**src/rtl/alu_pkg.sv**
```systemverilog
// Purpose:      shared ALU constants: control codes, ALUOp classes, R-type funct fields, sequencer states.
// Latency:      n/a (declarations only).
// Backpressure: n/a.
package alu_pkg;

    // ALU control codes as seen on the ALU's 4-bit control input
    localparam logic [3:0] CTRL_AND = 4'd0;
    localparam logic [3:0] CTRL_OR  = 4'd1;
    localparam logic [3:0] CTRL_ADD = 4'd2;
    localparam logic [3:0] CTRL_SUB = 4'd6;
    localparam logic [3:0] CTRL_SLT = 4'd7;
    localparam logic [3:0] CTRL_NOR = 4'd12;
    localparam logic [3:0] CTRL_ILL = 4'd15;

    // ALUOp operation classes; 6 and 7 are unassigned
    localparam logic [2:0] ALUOP_ADD   = 3'd0;
    localparam logic [2:0] ALUOP_SUB   = 3'd1;
    localparam logic [2:0] ALUOP_RTYPE = 3'd2;
    localparam logic [2:0] ALUOP_SLT   = 3'd3;
    localparam logic [2:0] ALUOP_AND   = 3'd4;
    localparam logic [2:0] ALUOP_OR    = 3'd5;

    // R-type funct fields honoured when ALUOp selects R-type
    localparam logic [5:0] FUNCT_ADD = 6'h20;
    localparam logic [5:0] FUNCT_SUB = 6'h22;
    localparam logic [5:0] FUNCT_AND = 6'h24;
    localparam logic [5:0] FUNCT_OR  = 6'h25;
    localparam logic [5:0] FUNCT_NOR = 6'h27;
    localparam logic [5:0] FUNCT_SLT = 6'h2A;

    // Issue sequencer states
    typedef enum logic [1:0] {
        ST_IDLE = 2'd0,
        ST_EXEC = 2'd1,
        ST_DONE = 2'd2
    } state_t;

endpackage

```
**src/rtl/alu_seq_ctrl_if.sv**
```systemverilog
// Purpose:      bundles the issue handshake, the ALU drive/return bus and the result handshake.
// Latency:      n/a (wiring only).
// Backpressure: carries in_valid/in_ready and out_valid/out_ready pairs.
// Modports: slave  = the sequencer (alu_seq_ctrl) side,
//           master = the environment side (operation source, ALU, result sink).
interface alu_seq_ctrl_if #(
    parameter int DATA_W = 32
);
    // Operation issue handshake
    logic              in_valid_i;
    logic              in_ready_o;
    logic [2:0]        aluop_i;
    logic [5:0]        funct_i;
    logic [DATA_W-1:0] src1_i;
    logic [DATA_W-1:0] src2_i;

    // ALU drive and combinational return
    logic [DATA_W-1:0] alu_src1_o;
    logic [DATA_W-1:0] alu_src2_o;
    logic [3:0]        alu_ctrl_o;
    logic [DATA_W-1:0] alu_result_i;
    logic              alu_zero_i;

    // Result handshake
    logic              out_valid_o;
    logic              out_ready_i;
    logic [DATA_W-1:0] result_o;
    logic              zero_o;
    logic              illegal_o;

    modport slave (
        input  in_valid_i, aluop_i, funct_i, src1_i, src2_i,
        input  alu_result_i, alu_zero_i, out_ready_i,
        output in_ready_o, alu_src1_o, alu_src2_o, alu_ctrl_o,
        output out_valid_o, result_o, zero_o, illegal_o
    );

    modport master (
        output in_valid_i, aluop_i, funct_i, src1_i, src2_i,
        output alu_result_i, alu_zero_i, out_ready_i,
        input  in_ready_o, alu_src1_o, alu_src2_o, alu_ctrl_o,
        input  out_valid_o, result_o, zero_o, illegal_o
    );

endinterface

```
**src/rtl/alu_ctrl_dec.sv**
```systemverilog
// Purpose:      decodes ALUOp + funct into the ALU's 4-bit control code and an illegal flag.
// Latency:      purely combinational, zero cycles.
// Backpressure: none; no handshake.
// Ports: aluop (3b class), funct (6b R-type field) -> ctrl (4b code, 15 when illegal), illegal.
module alu_ctrl_dec
    import alu_pkg::*;
(
    input  logic [2:0] aluop,
    input  logic [5:0] funct,
    output logic [3:0] ctrl,
    output logic       illegal
);

    always_comb begin
        // Anything not matched below is undecodable
        ctrl    = CTRL_ILL;
        illegal = 1'b1;
        case (aluop)
            ALUOP_ADD: begin ctrl = CTRL_ADD; illegal = 1'b0; end
            ALUOP_SUB: begin ctrl = CTRL_SUB; illegal = 1'b0; end
            ALUOP_SLT: begin ctrl = CTRL_SLT; illegal = 1'b0; end
            ALUOP_AND: begin ctrl = CTRL_AND; illegal = 1'b0; end
            ALUOP_OR:  begin ctrl = CTRL_OR;  illegal = 1'b0; end
            ALUOP_RTYPE: begin
                case (funct)
                    FUNCT_ADD: begin ctrl = CTRL_ADD; illegal = 1'b0; end
                    FUNCT_SUB: begin ctrl = CTRL_SUB; illegal = 1'b0; end
                    FUNCT_AND: begin ctrl = CTRL_AND; illegal = 1'b0; end
                    FUNCT_OR:  begin ctrl = CTRL_OR;  illegal = 1'b0; end
                    FUNCT_NOR: begin ctrl = CTRL_NOR; illegal = 1'b0; end
                    FUNCT_SLT: begin ctrl = CTRL_SLT; illegal = 1'b0; end
                    default:   ;
                endcase
            end
            default: ;
        endcase
    end

endmodule

```
**src/rtl/alu_seq_ctrl.sv**
```systemverilog
// Purpose:      sequenced ALU issue controller: accept op, drive ALU for one EXEC cycle, hold result.
// Latency:      accept at edge N, result valid after edge N+1, earliest consume at edge N+2.
// Backpressure: out_ready low parks the result in DONE; no new op is accepted meanwhile.
// Ports: clk_i, rst_i (async active-low), bus (alu_seq_ctrl_if.slave: issue handshake,
//        ALU operand/ctrl drive + result/zero return, result handshake with result/zero/illegal).
// Build option ALU_SEQ_OVERLAP_EN: in DONE, in_ready follows out_ready so a new op can be
//        taken on the same edge the current result is consumed (one op per 2 cycles).
module alu_seq_ctrl
    import alu_pkg::*;
#(
    parameter int DATA_W = 32
) (
    input  logic          clk_i,
    input  logic          rst_i,
    alu_seq_ctrl_if.slave bus
);

    state_t            state_q;
    state_t            state_d;
    logic              in_ready;
    logic              out_valid;
    logic              accept;

    logic [3:0]        dec_ctrl;
    logic              dec_ill;

    logic [DATA_W-1:0] src1_q;
    logic [DATA_W-1:0] src2_q;
    logic [3:0]        ctrl_q;
    logic              ill_pend_q;
    logic [DATA_W-1:0] result_q;
    logic              zero_q;
    logic              illegal_q;

    alu_ctrl_dec u_dec (
        .aluop   (bus.aluop_i),
        .funct   (bus.funct_i),
        .ctrl    (dec_ctrl),
        .illegal (dec_ill)
    );

    assign accept = bus.in_valid_i && in_ready;

    // State register
    always_ff @(posedge clk_i or negedge rst_i) begin
        if (!rst_i) begin
            state_q <= ST_IDLE;
        end else begin
            state_q <= state_d;
        end
    end

    // Next state and handshake outputs
    always_comb begin
        state_d   = state_q;
        in_ready  = 1'b0;
        out_valid = 1'b0;
        case (state_q)
            ST_IDLE: begin
                in_ready = 1'b1;
                if (bus.in_valid_i) begin
                    state_d = ST_EXEC;
                end
            end
            ST_EXEC: begin
                state_d = ST_DONE;
            end
            ST_DONE: begin
                out_valid = 1'b1;
`ifdef ALU_SEQ_OVERLAP_EN
                // A new op can only enter when the held result leaves on the same edge
                in_ready = bus.out_ready_i;
                if (bus.out_ready_i) begin
                    state_d = bus.in_valid_i ? ST_EXEC : ST_IDLE;
                end
`else
                if (bus.out_ready_i) begin
                    state_d = ST_IDLE;
                end
`endif
            end
            default: begin
                state_d = ST_IDLE;
            end
        endcase
    end

    // Operand/ctrl latch at the accepting edge; these registers drive the ALU directly
    always_ff @(posedge clk_i or negedge rst_i) begin
        if (!rst_i) begin
            src1_q     <= '0;
            src2_q     <= '0;
            ctrl_q     <= '0;
            ill_pend_q <= 1'b0;
        end else if (accept) begin
            src1_q     <= bus.src1_i;
            src2_q     <= bus.src2_i;
            ctrl_q     <= dec_ctrl;
            ill_pend_q <= dec_ill;
        end
    end

    // Result capture at the end of EXEC. An illegal op ignores whatever the ALU
    // returns for code 15 and reports a clean zero result instead.
    always_ff @(posedge clk_i or negedge rst_i) begin
        if (!rst_i) begin
            result_q  <= '0;
            zero_q    <= 1'b0;
            illegal_q <= 1'b0;
        end else if (state_q == ST_EXEC) begin
            result_q  <= ill_pend_q ? '0 : bus.alu_result_i;
            zero_q    <= ill_pend_q ? 1'b1 : bus.alu_zero_i;
            illegal_q <= ill_pend_q;
        end
    end

    assign bus.in_ready_o  = in_ready;
    assign bus.out_valid_o = out_valid;
    assign bus.alu_src1_o  = src1_q;
    assign bus.alu_src2_o  = src2_q;
    assign bus.alu_ctrl_o  = ctrl_q;
    assign bus.result_o    = result_q;
    assign bus.zero_o      = zero_q;
    assign bus.illegal_o   = illegal_q;

endmodule

```
**src/flat_wrapper.sv**
```systemverilog
// flat-port wrapper written by rule: the top's interface ports become plain ports
module alu_seq_ctrl_flat import alu_pkg::*;
#(
    parameter int DATA_W = 32
)
  (clk_i, rst_i, bus_in_valid_i, bus_aluop_i, bus_funct_i, bus_src1_i, bus_src2_i, bus_alu_result_i, bus_alu_zero_i, bus_out_ready_i, bus_in_ready_o, bus_alu_src1_o, bus_alu_src2_o, bus_alu_ctrl_o, bus_out_valid_o, bus_result_o, bus_zero_o, bus_illegal_o);
  alu_seq_ctrl_if #(.DATA_W(DATA_W)) bus_i ();
  input  logic clk_i;
  input  logic rst_i;
  input wire logic [$bits(bus_i.in_valid_i)-1:0] bus_in_valid_i;
  input wire logic [$bits(bus_i.aluop_i)-1:0] bus_aluop_i;
  input wire logic [$bits(bus_i.funct_i)-1:0] bus_funct_i;
  input wire logic [$bits(bus_i.src1_i)-1:0] bus_src1_i;
  input wire logic [$bits(bus_i.src2_i)-1:0] bus_src2_i;
  input wire logic [$bits(bus_i.alu_result_i)-1:0] bus_alu_result_i;
  input wire logic [$bits(bus_i.alu_zero_i)-1:0] bus_alu_zero_i;
  input wire logic [$bits(bus_i.out_ready_i)-1:0] bus_out_ready_i;
  output wire logic [$bits(bus_i.in_ready_o)-1:0] bus_in_ready_o;
  output wire logic [$bits(bus_i.alu_src1_o)-1:0] bus_alu_src1_o;
  output wire logic [$bits(bus_i.alu_src2_o)-1:0] bus_alu_src2_o;
  output wire logic [$bits(bus_i.alu_ctrl_o)-1:0] bus_alu_ctrl_o;
  output wire logic [$bits(bus_i.out_valid_o)-1:0] bus_out_valid_o;
  output wire logic [$bits(bus_i.result_o)-1:0] bus_result_o;
  output wire logic [$bits(bus_i.zero_o)-1:0] bus_zero_o;
  output wire logic [$bits(bus_i.illegal_o)-1:0] bus_illegal_o;
  assign bus_i.in_valid_i = bus_in_valid_i;
  assign bus_i.aluop_i = bus_aluop_i;
  assign bus_i.funct_i = bus_funct_i;
  assign bus_i.src1_i = bus_src1_i;
  assign bus_i.src2_i = bus_src2_i;
  assign bus_i.alu_result_i = bus_alu_result_i;
  assign bus_i.alu_zero_i = bus_alu_zero_i;
  assign bus_i.out_ready_i = bus_out_ready_i;
  assign bus_in_ready_o = bus_i.in_ready_o;
  assign bus_alu_src1_o = bus_i.alu_src1_o;
  assign bus_alu_src2_o = bus_i.alu_src2_o;
  assign bus_alu_ctrl_o = bus_i.alu_ctrl_o;
  assign bus_out_valid_o = bus_i.out_valid_o;
  assign bus_result_o = bus_i.result_o;
  assign bus_zero_o = bus_i.zero_o;
  assign bus_illegal_o = bus_i.illegal_o;
  alu_seq_ctrl #(.DATA_W(DATA_W)) u_core (.clk_i(clk_i), .rst_i(rst_i), .bus(bus_i));
endmodule
```
**config.mk**
```make
export PLATFORM = sky130hd
export DESIGN_NAME = alu_seq_ctrl_flat
export DESIGN_NICKNAME = d
export VERILOG_FILES = /design/src/rtl/alu_pkg.sv /design/src/rtl/alu_seq_ctrl_if.sv /design/src/rtl/alu_ctrl_dec.sv /design/src/rtl/alu_seq_ctrl.sv /design/src/flat_wrapper.sv
export SDC_FILE = /design/constraint.sdc
export NUM_CORES = 1
export LEC_CHECK = 0
export CAP_MARGIN = 40
export CELL_PAD_IN_SITES_DETAIL_PLACEMENT = 0
export CELL_PAD_IN_SITES_GLOBAL_PLACEMENT = 1
export CORE_MARGIN = 2
export CORE_UTILIZATION = 34
export DETAILED_ROUTE_END_ITERATION = 16
export PLACE_DENSITY = 0.95
export SKIP_CTS_REPAIR_TIMING = 1
export SLEW_MARGIN = 20
export SYNTH_ARGS = -nofsm -noshare
export SYNTH_HDL_FRONTEND = slang
export SYNTH_HIERARCHICAL = 1
export SYNTH_SLANG_ARGS = --single-unit
```
**constraint.sdc**
```tcl
create_clock -name clk_i -period 3.15 [get_ports clk_i]
set_input_delay 0.945 -clock clk_i [delete_from_list [all_inputs] [get_ports clk_i]]
set_output_delay 0.945 -clock clk_i [all_outputs]
set_load 0.02 [all_outputs]
```
# After elaboration in Yosys (flattened, before gate mapping)
# Index checks and enable logic that the tools add are counted.
[totals]
register_bits = 105
inputBits = 110
out_inout_bits = 104
wordCells = 40
[classes]
n_eq_ne = 15
muxes = 11
n_reduce_logical = 6
[ops]
columns = ["operator", "n"]
rows = [
  ["$pmux 4 s6", 2],
  ["$eq 6x6->1 const B", 6],
  ["$mux 32", 1],
  ["$eq 3x2->1 const B", 2],
  ["$eq 3x3->1 const B", 2],
  ["$pmux 2 s3", 1],
  ["$reduce_or 6->1", 1],
  ["$reduce_or 5->1", 1],
  ["$mux 1", 4],
  ["$mux 2", 2],
  ["$ne 2x2->1 const B", 2],
  ["$eq 3x1->1 const B", 1],
  ["$logic_not 3->1", 1],
  ["$eq 2x1->1 const B", 1],
  ["$eq 2x2->1 const B", 1],
  ["$logic_not 2->1", 1],
  ["$pmux 1 s2", 1],
  ["$reduce_and 2->1", 1],
  ["$logic_and 1x1->1", 1],
]

# Longest topological paths before layout
[depth]
word_depth = 4
mapped_depth = 4

# Modules after synthesis
# The synthesis kept the hierarchy.
[modules_own_cells]
columns = ["mod", "instances", "cells_per_inst", "area_each_um2", "seq_area_each_um2"]
rows = [
  ["alu_seq_ctrl", 1, 262, 4157.7, 2627.5],
  ["alu_ctrl_dec", 1, 22, 140.1, 0.0],
]

# Least setup slack after synthesis
# OpenSTA, ideal clock, no wires.
[synth_path]
path_kind = "input-to-reg"
start = "input bus_aluop_i[2]"
end = "register u_core.ctrl_q[2] (netlist: u_core/bus.alu_ctrl_o[2])"
arrival_time_ns = 1.921
required_time_ns = 3.025
setup_slack_ns = 1.105
cell_stages = 4
n_path_buf = 0
cell_sequence = "or3b_4 > o41ai_2 > nand2_1 > mux2_2"
[synth_via]
elab_chain_cells = 2
[synth_lines]
columns = ["element", "line_no", "source"]
rows = [
  ["start: declaration", "flat_wrapper.sv:11", "input wire logic [$bits(bus_i.aluop_i)-1:0] bus_aluop_i;"],
  ["$eq 3x2->1 (tied with other cells)", "alu_ctrl_dec.sv:18", "case (aluop)"],
  ["$pmux 4 s6 *", "alu_ctrl_dec.sv:18", ""],
  ["via u_core.dec_ctrl[2]", "alu_seq_ctrl.sv:24", "logic [3:0] dec_ctrl;"],
  ["end signal: assignment", "alu_seq_ctrl.sv:98", "ctrl_q <= dec_ctrl;"],
  ["end: declaration", "alu_seq_ctrl.sv:29", "logic [3:0] ctrl_q;"],
]
# The timed path passes the listed nets; every way through them passes the cells marked *.
# A chain may end at the register's enable or synchronous reset.

# Worst setup path after layout
[layout_path]
start = "register u_core.state_q[1]"
end = "output bus_out_valid_o"
[layout_via]
elab_chain_cells = 2
[layout_lines]
columns = ["element", "line_no", "source"]
rows = [
  ["start: declaration", "alu_seq_ctrl.sv:18", "state_t state_q;"],
  ["start signal: assignment", "alu_seq_ctrl.sv:49", "state_q <= state_d;"],
  ["$eq 2x2->1", "alu_seq_ctrl.sv:58", "case (state_q)"],
  ["$mux 1", "alu_seq_ctrl.sv:58", ""],
  ["end: declaration", "flat_wrapper.sv:22", "output wire logic [$bits(bus_i.out_valid_o)-1:0] bus_out_valid_o;"],
]
# No other way between the ends.

==> out/metrics.yaml <==
status: "finished clean"
final_antenna_net_count: 0
cp_data_required_time_ns: 2.20
grt_max_degree: 56
ys_seq_area_frac: 0.611
synth_top_flop_cell: "dfrtp_1"
overflow: 0
drt_first_pass_iters: 3
period_minus_slack_ns: 2.60
ys_ff_latch: 105
period_share: 0.825
max_cap_viol_count: 0
fin_skew_ns: 0.00442
yosysUniqueCellTypes: 23
power_density_nw_per_um2: 1020
slew_headroom: 0.609
drive_gt1_frac: 0.247
htree_levels: 3
tns_ns: 0
path_clk_slew_ns: 0.07
grt_pass1_vias: 3229
diodes: 0
async_flop_share: 1.00
die_w_um: 116
antenna_found_initial: 0
p_leak_nw: 2.84
placed_cell_area_sq_um: 6650
gp_congestion: 0.766
portBuffers: 213
cts_buffers: 9
place_hpwl_mm: 7.90
setup_viol_count_final: 0
cp_max_fo: 4
grt_usage: 0.154
drt-total-wl_mm: 10.4
nets: 612
cp-startpoint: "u_core/state_q[1]"
hold_viol: 0
rows: 41
drc: 0
critPathKind: "flop to primary output"
final_common_cell: "clkdlybuf4s50_1"
fp.dieH_um: 116
clockBufferDepth: 2
worst_slew_pin_slew_ns: 0.586
wire_per_inst_um: 15.3
cp.arrival_ns: 1.65
post-place-cells: 663
syn_area_sq_um: 4300
start_kind: "flop"
layout_common_cells: "clkdlybuf4s50_1 (212), dfrtp_1 (105), mux2_2 (97), nor2b_1 (35), clkbuf_16 (9)"
holdCritPathClass: "input pin to asynchronous set/reset pin"
synth_edf_count: 0
synth_fp_nets: 394
cts_tree: "built"
final_cells: 678
synthCells: 284
drt_iter0_drc: 115
num_vias: 3023
cts_num_sinks: 105
synth.avg_cell_area_sq_um: 15.1
ir_worst_vdd_uv: 556
n_fill_cell: 1039
clkLatencyLatePin_ns: 0.35
final_area_sq_um: 6930
power_mw: 7.04
yosysWarnings: 6
die_area_sq_um: 13600
grt_pass1_wl_mm: 16.0
rsz0062_at_grt: "no"
viasPerCell: 4.46
boundaryPins: 214
max_freq_ghz: 0.385
finalMaxSlewViolations: 0
start_util: 0.345
synthToLayoutAreaGrowth_pct: 61.3
end_kind: "primary output"
coreArea_sq_um: 12500
r2r-start: "u_core/state_q[0]"
clk_root_buffer_cell: "clkbuf_16"
cell type report:
cell class / count / area [sq um] / area share
clock buffers: 10 / 229 / 0.0330
clock inverters: 5 / 57.6 / 0.00830
inverters: 3 / 11.3 / 0.00162
multi-input cells: 162 / 1550 / 0.223
flip-flops and latches: 105 / 2630 / 0.379
well taps: 172 / 215 / 0.0310
repair buffers: 221 / 2240 / 0.323
metal layers:
metal  up-vias  share of wire  GRT usage  wire length [um]
met4         0          0.018     0.0690               190
li1       1414              -          -                 -
met5         -              0          0                 0
met2       130           0.51      0.267              5290
met3        12          0.095     0.0566               983
met1      1467           0.38      0.169              3900
critical path, cell delays in order, from the launching register on:
cell,delay (ns)
dfrtp_1,0.46
nor2b_1,0.20
clkdlybuf4s50_1,0.64
cells in the mapped netlist (2+ instances only):
master | n | share of area
nand2b_1 | 2 | 0.0029
inv_1 | 3 | 0.0026
buf_4 | 3 | 0.0052
mux2_1 | 5 | 0.013
mux2i_1 | 2 | 0.0047
mux2_2 | 97 | 0.25
nor2b_1 | 36 | 0.052
dfrtp_1 | 105 | 0.61
clkbuf_1 | 3 | 0.0026
nand2_1 | 3 | 0.0026
buf_6 | 7 | 0.018
nor2_1 | 3 | 0.0026
a21oi_1 | 5 | 0.0058
state kept, by name, indices dropped and copies added (netlist names):
register               cells
u_core/bus.zero_o          1
u_core/bus.result_o       32
u_core/bus.alu_src1_o     32
u_core/state_q             2
u_core/bus.alu_ctrl_o      4
u_core/bus.alu_src2_o     32
u_core/ill_pend_q          1
u_core/bus.illegal_o       1
report_power, final:
part           leakage [nW]  switching (mW)  internal [mW]  total, mW
logic                  1.46            1.61           1.95       3.56
registers              1.25           0.378           2.01       2.39
clock network         0.131           0.475          0.610       1.08
worst paths after layout:
path,end,slack (ns),depth (start not counted)
max,bus_out_valid_o,0.55,2
min,u_core/bus.alu_src2_o[14],0.45,1
max reg2reg,u_core/bus.result_o[21],1.45,3
min reg2reg,u_core/bus.alu_src1_o[30],0.50,1
max in group asynchronous,u_core/bus.alu_src1_o[21],1.99,2
min in group clk_i,u_core/bus.alu_src1_o[30],0.50,1
per-stage QoR:
step	util	hold WS [ns]	worst slack (ns)
6_report	0.556	0.449	0.553
3_3_place_gp	0.530	0.470	0.586
5_1_grt	0.556	0.441	0.459
2_1_floorplan	-	0.605	1.10
3_5_place_dp	0.533	0.476	0.566
4_1_cts	0.556	0.434	0.515
cells by family after synthesis:
group / after synthesis / synth area share
compound gates: 9 / 0.0146
simple gates: 48 / 0.0702
flops: 105 / 0.611
mux: 104 / 0.272
buf+inv: 17 / 0.0300
xor+xnor: 1 / 0.00204
Power figures use the tool's default switching activity.
